**config.mk**
```make
export PLATFORM = sky130hd
export DESIGN_NAME = decoder_scan
export DESIGN_NICKNAME = d
export VERILOG_FILES = /design/src/rtl/decoder_scan.sv
export SDC_FILE = /design/constraint.sdc
export NUM_CORES = 1
export LEC_CHECK = 0
export ABC_AREA = 1
export BUFFER_PORTS_ARGS = -buffer_cell sky130_fd_sc_hd__buf_2
export CORE_MARGIN = 10
export CORE_UTILIZATION = 31
export CTS_CLUSTER_SIZE = 14
export DETAILED_ROUTE_END_ITERATION = 8
export MAX_ROUTING_LAYER = met4
export SKIP_CTS_REPAIR_TIMING = 1
export SLEW_MARGIN = 5
export SYNTH_ARGS = -nofsm -noshare
export SYNTH_HDL_FRONTEND = slang
export SYNTH_SLANG_ARGS = --single-unit
export TNS_END_PERCENT = 20
```
**constraint.sdc**
```tcl
create_clock -name CLK -period 1.8 [get_ports CLK]
set_input_delay 0.18 -clock CLK [delete_from_list [all_inputs] [get_ports CLK]]
set_output_delay 0.18 -clock CLK [all_outputs]
set_load 0.005 [all_outputs]
```
**src/rtl/decoder_scan.sv**
```systemverilog
// Registered address decoder with a sequential scan mode that walks every
// select line in turn (e.g. to clear a register file one entry per cycle).
module decoder_scan #(
    parameter int ADDR_W    = 5,
    parameter int ZERO_MASK = 1
) (
    input  logic                 CLK,
    input  logic                 RST,
    input  logic [ADDR_W-1:0]    IN,
    input  logic                 EN,
    input  logic                 CLR_START,
    output logic [2**ADDR_W-1:0] OUT,
    output logic                 BUSY,
    output logic                 DONE
);

    localparam int OUT_W = 2**ADDR_W;
    localparam logic [ADDR_W-1:0] FIRST = (ZERO_MASK != 0) ? ADDR_W'(1) : ADDR_W'(0);
    localparam logic [ADDR_W-1:0] LAST  = '1;

    typedef enum logic {
        IDLE = 1'b0,
        SCAN = 1'b1
    } state_t;

    state_t              state;
    logic [ADDR_W-1:0]   cnt;
    logic [ADDR_W-1:0]   cnt_nxt;
    logic [OUT_W-1:0]    out_p1;
    logic                busy_p1;
    logic                done_p1;

    function automatic logic [OUT_W-1:0] onehot(input logic [ADDR_W-1:0] idx);
        logic [OUT_W-1:0] r;
        r      = '0;
        r[idx] = 1'b1;
        return r;
    endfunction

    // Index 0 is suppressed when it is the hardwired-zero register.
    function automatic logic [OUT_W-1:0] decode(input logic [ADDR_W-1:0] idx,
                                                 input logic              en);
        if (!en || (ZERO_MASK != 0 && idx == '0))
            return '0;
        return onehot(idx);
    endfunction

    assign cnt_nxt = cnt + 1'b1;

    // Stage p1: state, counter and all outputs are registered together.
    always_ff @(posedge CLK) begin
        if (RST) begin
            state   <= IDLE;
            cnt     <= '0;
            out_p1  <= '0;
            busy_p1 <= 1'b0;
            done_p1 <= 1'b0;
        end else begin
            case (state)
                IDLE: begin
                    done_p1 <= 1'b0;
                    if (CLR_START) begin
                        state   <= SCAN;
                        cnt     <= FIRST;
                        out_p1  <= onehot(FIRST);
                        busy_p1 <= 1'b1;
                    end else begin
                        out_p1  <= decode(IN, EN);
                    end
                end
                SCAN: begin
                    if (cnt == LAST) begin
                        state   <= IDLE;
                        cnt     <= '0;
                        out_p1  <= '0;
                        busy_p1 <= 1'b0;
                        done_p1 <= 1'b1;
                    end else begin
                        cnt     <= cnt_nxt;
                        out_p1  <= onehot(cnt_nxt);
                    end
                end
                default: begin
                    state   <= IDLE;
                    cnt     <= '0;
                    out_p1  <= '0;
                    busy_p1 <= 1'b0;
                    done_p1 <= 1'b0;
                end
            endcase
        end
    end

    assign OUT  = out_p1;
    assign BUSY = busy_p1;
    assign DONE = done_p1;

endmodule

```
* Word-level counts from Yosys, hierarchy flattened
Index checks and enable logic that the tools add are counted.
Operators by class: add/sub/neg operators 1, order comparisons 4, equality and inequality tests 3, mux-type cells 24, bitwise operators 1, reductions and logical operators 6
Operators with widths (count):
- 32-bit two-way mux | 4
- 32-bit case mux with 2 select lines | 1
- 5-bit by 6-bit < comparator with 1-bit output, second input constant | 2
- 1-bit two-way mux | 11
- 1-bit demux with 5-bit select | 2
- 5-bit by 1-bit greater-or-equal comparator with 1-bit output, second input constant | 2
- 5-bit two-way mux | 2
- 5-bit case mux with 2 select lines | 1
- 1-bit case mux with 2 select lines | 3
- 5-bit by 1-bit adder with 5-bit output, second input constant | 1
- 5-bit equality test, second input constant | 1
- 5-bit logical NOT | 1
- 1-bit logical AND | 2
- 2-bit by 1-bit != test with 1-bit output, second input constant | 1
- 2-bit != test, second input constant | 1
- 2-bit AND reduction | 1
- 1-bit logical NOT | 1
- 1-bit logical OR | 1
- 1-bit inverter | 1
Storage, ports and cells: flip-flop bits (word level) 40, bits of input ports 9, output and inout port bits 34, logic and storage cells 44

* Logic depth before layout (Yosys ltp)
Gate-level depths: netlist of run 1.
depth in word-level cells 9, mapped depth 9, depth with buffers taken out 9

* Worst setup path after synthesis of run 1
No wires, ideal clock.
kind register to register, start point reg cnt[1], end point reg out_p1[13] (netlist: OUT[13]), library setup time 0.070 ns, arrival 1.649 ns, required time 1.730 ns, path slack 0.081 ns, stages on the path, launching flop included 9, path buffers 1, period minus slack after synthesis 1.719 ns, path through dfxtp_1 ha_1 nand2_1 nor2_1 ha_1 inv_1 buf_2 nand4_1 a21oi_1
Between the ends: cells in the longest elaborated chain, start to end 7, elaborated cells on any way between the ends 9, classes of those cells add/sub (1); order compare (2); eq/ne (1); mux (4); reduce/logical (1)
RTL lines:
- start: declaration | line 27 | logic [ADDR_W-1:0] cnt;
- start signal: assignment | line 79 | cnt <= cnt_nxt;
- 5-bit by 1-bit adder with 5-bit output | line 48 | assign cnt_nxt = cnt + 1'b1;
- 5-bit by 6-bit < comparator with 1-bit output (implied by the code) / 5-bit by 1-bit greater-or-equal comparator with 1-bit output (equally long branches) | line 36 | r[idx] = 1'b1;
- 1-bit logical AND (implied by the code) | line 36
- 1-bit two-way mux (implied by the code) | line 36
- 1-bit demux with 5-bit select | line 36
- 32-bit two-way mux (*) | line 72 | if (cnt == LAST) begin
- 32-bit case mux with 2 select lines (*) | line 59 | case (state)
- end signal: assignment | line 65 | out_p1 <= onehot(FIRST);
- end signal: assignment | line 68 | out_p1 <= decode(IN, EN);
- end signal: assignment | line 80 | out_p1 <= onehot(cnt_nxt);
- end: declaration | line 29 | logic [OUT_W-1:0] out_p1;
Every way passes the cells marked *; elsewhere a longest branch is shown, timed or not. A chain may end at the register's enable or synchronous reset.

* Worst setup path after layout of run 1
start point reg cnt[0], end point reg out_p1[29] (netlist: OUT[29])
The elaborated chain is that of the path after synthesis.

==> results of run 1 <==
[metrics by stage]
step / worst slack, ns / instance area (um^2)
detailed placement: 0.0497 / 2130
finish: 0.133 / 2250
floorplan: 0.0809 / 1810
global route: 0.000937 / 2250
global placement: 0.0586 / 2130
CTS: -0.00658 / 2230
[logic make-up after synthesis]
group / Yosys count / synth area share
and+or+nand+nor: 114 / 0.297
DFF: 40 / 0.444
AOI/OAI and AO/OA: 38 / 0.109
buffers and inverters: 35 / 0.0845
xor gates and xnor gates: 2 / 0.0180
adders and majority gates: 7 / 0.0485
[sequential cells by signal, summed over array words and instances, names as in the netlist]
signal and flops:
BUSY 1, DONE 1, cnt 5, state 1
OUT 32
[layout by cell type (no fill, tap or decap), drive strengths merged, types with 6 or more instances in the layout]
master,count
buf,53
nand2,46
dfxtp,40
nand4,29
a21oi,26
inv,23
nor2,20
nand3,12
o21ai,9
ha,7
nor3,6
clkbuf,6
[critical path: cells and delay by family, from the launching register on]
| kind | cells | cell delay, ns |
|---|---|---|
| flip-flops | 1 | 0.32 |
| buffers and inverters | 1 | 0.08 |
| AO/OA/AOI/OAI | 1 | 0.20 |
| AND/OR/NAND/NOR | 5 | 0.59 |
| adder cells (fa/ha/maj) | 2 | 0.40 |
[metal layers]
layer / routed length, um / global-route usage / vias to the layer above
met4: 45 / 0.0460 / 0
met3: 384 / 0.0288 / 6
met5: 0 / - / -
met1: 2130 / 0.136 / 761
li1: - / - / 894
met2: 2430 / 0.182 / 62
[layout make-up]
| class | count | share of cell area |
|---|---|---|
| inverters | 24 | 0.0400 |
| clock buffers | 6 | 0.0322 |
| flip-flops and latches | 40 | 0.355 |
| well taps | 72 | 0.0400 |
| multi-input cells | 161 | 0.387 |
| repair buffers | 53 | 0.130 |
| clock inverters | 2 | 0.0155 |
[power groups by stage]
stage / combinational [mW] / clock (mW) / sequential (mW)
6_report: 0.152 / 0.727 / 0.902
4_1_cts: 0.146 / 0.742 / 0.902
3_3_place_gp: 0.145 / 0 / 0.923
3_5_place_dp: 0.145 / 0 / 0.923
2_1_floorplan: 0.0835 / 0 / 0.926
5_1_grt: 0.171 / 0.782 / 0.904
[worst min-delay path by stage]
stage	endpoint	slack, ns	startpoint
2_1_floorplan	OUT[16]	0.37	RST
3_3_place_gp	BUSY	0.44	BUSY
6_report	BUSY	0.20	CLR_START
3_5_place_dp	BUSY	0.46	BUSY
5_1_grt	BUSY	0.22	CLR_START
4_1_cts	BUSY	0.21	CLR_START
==> results.py, run 1 <==
metrics = {
    "floorplanning": {
        "die_w_um": 96.3,
        "core_area_mm2": 0.00557,
        "die_area_mm2": 0.00928,
        "die_y_um": 96.3,
        "rows": 27,
        "ios": 43,
        "start_util": 0.324,
    },
    "cts": {
        "clk_latency_ns": 0.29,
        "cts_tree": "done",
        "htreeDepth": 2,
        "cts_buffer_depth": 2,
        "clock-sinks": 40,
        "numCtsBuffers": 5,
        "cts-root-buf": "clkbuf_8",
        "path_clk_slew_ns": 0.08,
    },
    "setup_path": {
        "startpoint": "cnt[0]",
        "crit_type": "flip-flop to flip-flop",
        "slowest_delay_ns": 0.32,
        "ff2ff_path_depth": 9,
        "r2r_end": "OUT[29]",
        "crit_path_end_kind": "flip-flop",
        "cp_slowest_cell": "dfxtp_1",
        "required_ns": 2.02,
        "start_kind": "flip-flop",
        "cp_max_fo": 8,
        "r2r_slack_ns": 0.13,
        "crit_chain": "ha_1 > nand2_1 > nor2_1 > ha_2 > inv_2 > nand2_4 > nor2_4 > nand4_1 > a21oi_1",
        "endpoint": "OUT[29]",
        "r2r-start": "cnt[0]",
        "worst_ep_arrival_time_ns": 1.88,
    },
    "timing": {
        "drv_slew": 0,
        "tns_ns": 0,
        "skew_ns": 0.00463,
        "slew_headroom": 0.633,
        "fin_crit_sh": 0.926,
        "hold_viol_final": 0,
        "max_slew.worst_pin.slew_ns": 0.546,
        "rsz0062_at_grt": "false",
        "timing.fmax_ghz": 0.600,
        "period_minus_slack_ns": 1.67,
        "finalSetupViolCount": 0,
        "whs_ns": 0.204,
    },
    "job": {
        "maxCapViolCount": 0,
    },
    "routing": {
        "vias": 1723,
        "drt-wirelength-per-cell_um": 13.9,
        "drc": 0,
        "drtAntennaViolNets": 0,
        "viasPerCell": 4.81,
        "drtIter0Drc": 122,
        "drt_wl_total_mm": 4.99,
        "drt-pass1-iter-count": 4,
    },
    "logic_synthesis": {
        "async_reset_ff_frac": 0,
        "synthFlopType": "dfxtp_1",
        "synth.yosys.seq_area_share": 0.444,
        "syn_inst": 236,
        "yosysTopAreaCellShare": 0.444,
        "synthDistinctLibCells": 25,
        "yosysMostFrequentCell": "nand2_1",
        "synth_nets": 252,
        "synth.area.top_cells": "dfxtp_1 44%, nand4_1 10%, nand2_1 9.4%",
        "synth_seq_cells": 40,
        "synth-edff-count": 0,
        "syn-cell-area_mm2": 0.00181,
        "yosysWarnings": 0,
        "synth_top_area_cell": "dfxtp_1",
        "syn_area_per_cell_um2": 7.65,
        "synthTopCellsByCount": "45 x nand2_1, 40 x dfxtp_1, 29 x nand4_1",
    },
    "placement": {
        "dp.cells": 350,
        "port_buffers": 42,
        "gp_congestion": 0.867,
        "hpwl_mm": 3.68,
    },
    "global_routing": {
        "grt_pass1_vias": 1681,
        "grt_usage": 0.115,
        "antenna_found_initial": 0,
        "overflow": 0,
        "grt_pass1_wl_mm": 8.22,
        "grt_start_max_net_pins": 18,
    },
    "power_and_ir_drop": {
        "p_sw_uw": 426,
        "pwr-share-comb": 0.085,
        "leakage_nw": 0.966,
        "p_total_mw": 1.78,
        "clockPowerShare": 0.408,
        "seqPwrFrac": 0.507,
        "power.share.switching": 0.239,
        "ir_worst_vdd_mv": 0.237,
        "internal_power_mw": 1.35,
        "powerDensity_mw_per_mm2": 790,
    },
    "status": {
        "status": "complete, no violations",
    },
    "layout": {
        "area_growth_pct": 24.9,
        "multiInputGateArea_um2": 873,
        "seq_area_um2": 801,
        "nets": 301,
        "layout.cells.non_filler": 358,
        "layout-drive-gt1-share": 0.259,
        "antenna_cells": 0,
        "fillers": 603,
        "final_util": 0.404,
    },
    "worst_hold_path": {
        "hp-class": "primary input to flip-flop",
        "hold_depth": 5,
    },
}
(Power assumes the default switching activity.)
==> inputs of run 2 (changes only) <==
- ABC_AREA: 1 -> not set
==> results.py, run 2 <==
metrics = {
    "routing": {
        "vias": 1491,
        "drt-wirelength-per-cell_um": 14.7,
        "drtAntennaViolNets": 0,
        "drt_wl_total_mm": 4.34,
        "drtIter0Drc": 89,
        "drc": 0,
        "viasPerCell": 5.04,
        "drt-pass1-iter-count": 4,
    },
    "power_and_ir_drop": {
        "p_total_mw": 1.75,
        "leakage_nw": 0.925,
        "ir_worst_vdd_mv": 0.295,
        "powerDensity_mw_per_mm2": 793,
    },
    "setup_path": {
        "worst_ep_arrival_time_ns": 1.93,
        "start_kind": "flip-flop",
        "crit_path_end_kind": "flip-flop",
        "slowest_delay_ns": 0.32,
        "crit_type": "flip-flop to flip-flop",
        "cp_max_fo": 8,
        "critPathTopFamily": "simple AND/OR/NAND/NOR gates",
        "r2r-start": "cnt[0]",
        "cp_num_buf_inv": 0,
        "crit_chain": "ha_2 > and3_4 > ha_4 > nand2b_4 > nor2_4 > nand2_4 > o22ai_2",
        "r2r_end": "OUT[16]",
        "required_ns": 2.01,
        "cp_slowest_cell": "dfxtp_2",
        "r2r_slack_ns": 0.08,
        "ff2ff_path_depth": 7,
    },
    "logic_synthesis": {
        "synthMuxAreaShare": 0,
        "yosysTopAreaCellShare": 0.499,
        "synth_top_family_by_area": "simple AND/OR/NAND/NOR gates",
        "synth_nets": 189,
        "synth.area.top_cells": "dfxtp_1 50%, o22ai_1 11%, ha_1 5.5%",
        "synth.yosys.seq_area_share": 0.499,
        "synth_adder_area_share": 0.0546,
        "syn-cell-area_mm2": 0.00160,
        "synthTopCellsByCount": "40 x dfxtp_1, 29 x o22ai_1, 17 x nand2_1",
        "synth_xor_area_frac": 0.0312,
        "yosysMostFrequentCell": "dfxtp_1",
        "synthDistinctLibCells": 30,
        "synth_top_area_cell": "dfxtp_1",
        "async_reset_ff_frac": 0,
        "synth_seq_cells": 40,
        "synth_compound_area_frac": 0.192,
        "synth-edff-count": 0,
        "synthFlopType": "dfxtp_1",
        "syn_area_per_cell_um2": 9.27,
        "syn_inst": 173,
        "synth-simple-area-share": 0.193,
        "yosysWarnings": 0,
    },
    "worst_hold_path": {
        "hold_depth": 2,
        "min_from": "RST",
        "hp-class": "primary input to flip-flop",
        "hold_end": "cnt[4]",
    },
    "placement": {
        "hpwl_mm": 3.14,
        "port_buffers": 42,
        "dp_slack_ns": 0.0168,
        "dp.cells": 286,
        "gp_congestion": 0.804,
    },
    "job": {
        "maxCapViolCount": 0,
    },
    "layout": {
        "final_common_cell": "buf_2",
        "largest_reg_flops": 32,
        "layout.cells.non_filler": 296,
        "antenna_cells": 0,
        "fillers": 516,
        "area_growth_pct": 37.4,
        "layout-drive-gt1-share": 0.394,
        "final_util": 0.434,
        "final_cell_mix": "42 x buf_2, 39 x dfxtp_1, 23 x o22ai_1",
        "nets": 241,
    },
    "timing": {
        "drv_slew": 0,
        "finalSetupViolCount": 0,
        "period_minus_slack_ns": 1.72,
        "skew_ns": 0.00657,
        "max_slew.worst_pin.slew_ns": 0.411,
        "slew_headroom": 0.725,
        "timing.fmax_ghz": 0.583,
        "setup_ws_ns": 0.0841,
        "rsz0062_at_grt": "false",
        "tns_ns": 0,
        "hold_viol_final": 0,
        "fin_crit_sh": 0.953,
    },
    "global_routing": {
        "grt_pass1_vias": 1428,
        "grt_usage": 0.102,
        "grt-busiest-layer": "met2",
        "grt_pass1_wl_mm": 6.98,
        "grt_start_max_net_pins": 14,
        "overflow": 0,
        "grt_use_met2": 0.157,
        "antenna_found_initial": 0,
        "use_met1": 0.113,
        "grt_util_met3": 0.0416,
    },
    "floorplanning": {
        "ios": 43,
        "start_util": 0.316,
        "die_y_um": 91.9,
        "core_area_mm2": 0.00507,
        "die_w_um": 91.9,
        "die_area_mm2": 0.00845,
        "rows": 26,
    },
    "cts": {
        "path_clk_slew_ns": 0.07,
        "htreeDepth": 2,
        "cts_tree": "done",
        "numCtsBuffers": 5,
        "clk_latency_ns": 0.29,
        "cts_buffer_depth": 2,
        "cts-root-buf": "clkbuf_8",
        "clock-sinks": 40,
    },
    "status": {
        "status": "complete, no violations",
    },
}
[run 2: cell count changes in the layout (fill, tap and decap cells not counted), sizes merged, moves of 6 or more]
cell / before / now
nand3: 12 / 3
o22ai: 1 / 30
inv: 23 / 4
a21oi: 26 / 13
o21ai: 9 / 0
nand2b: 0 / 6
nand4: 29 / 0
nand2: 46 / 17
nor2: 20 / 14
[run 2: area by class of cell]
| class | count | area, um^2 | area share |
|---|---|---|---|
| clock buffers | 6 | 72.6 | 0.0329 |
| multi-input cells | 122 | 907 | 0.411 |
| repair buffers | 52 | 285 | 0.129 |
| inverters | 4 | 15.0 | 0.00681 |
| flip-flops and latches | 40 | 802 | 0.364 |
| clock inverters | 2 | 35.0 | 0.0159 |
| well taps | 70 | 87.6 | 0.0397 |
[run 2: worst max path at each step]
stage	startpoint	endpoint	slack (ns)	cells past startpoint
after floorplan	cnt[0]	OUT[1]	0.004	7
final	cnt[0]	OUT[16]	0.08	7
after detailed placement	cnt[0]	OUT[0]	0.02	7
after global routing	cnt[0]	OUT[8]	0.02	7
after global placement	cnt[0]	OUT[0]	0.01	7
after CTS	cnt[0]	OUT[0]	-0.04	7
[run 2: logic make-up (layout without fill, tap and decap cells)]
| logic type | after synthesis | after routing |
|---|---|---|
| AOI/OAI and AO/OA | 49 | 49 |
| buffers and inverters | 11 | 64 |
| xor gates and xnor gates | 4 | 4 |
| DFF | 40 | 40 |
| adders and majority gates | 7 | 7 |
| and+or+nand+nor | 62 | 62 |
[run 2: power by group]
group	switching [mW]	total (mW)	leakage [nW]	internal, mW
registers	0.00824	0.906	0.324	0.898
clock network	0.292	0.703	0.0552	0.411
logic	0.0834	0.139	0.546	0.0559
total	0.383	1.75	0.925	1.36
[run 2: layer usage]
| layer | share of wire | vias up |
|---|---|---|
| li1 | - | 738 |
| met1 | 0.41 | 690 |
| met2 | 0.48 | 57 |
| met3 | 0.095 | 6 |
| met4 | 0.015 | 0 |
| met5 | 0 | - |
[run 2: worst reg2reg max path, stage by stage (launching register included)]
cell and delay (ns):
dfxtp_2 0.32, ha_2 0.18, and3_4 0.20, ha_4 0.16
nand2b_4 0.15, nor2_4 0.26, nand2_4 0.17, o22ai_2 0.19
[run 2: metrics by stage]
| stage | hold slack [ns] | instance area (um^2) |
|---|---|---|
| 2_1_floorplan | 0.373 | 1640 |
| 6_report | 0.237 | 2200 |
| 3_5_place_dp | 0.478 | 1960 |
| 3_3_place_gp | 0.469 | 1960 |
| 4_1_cts | 0.226 | 2070 |
| 5_1_grt | 0.241 | 2200 |
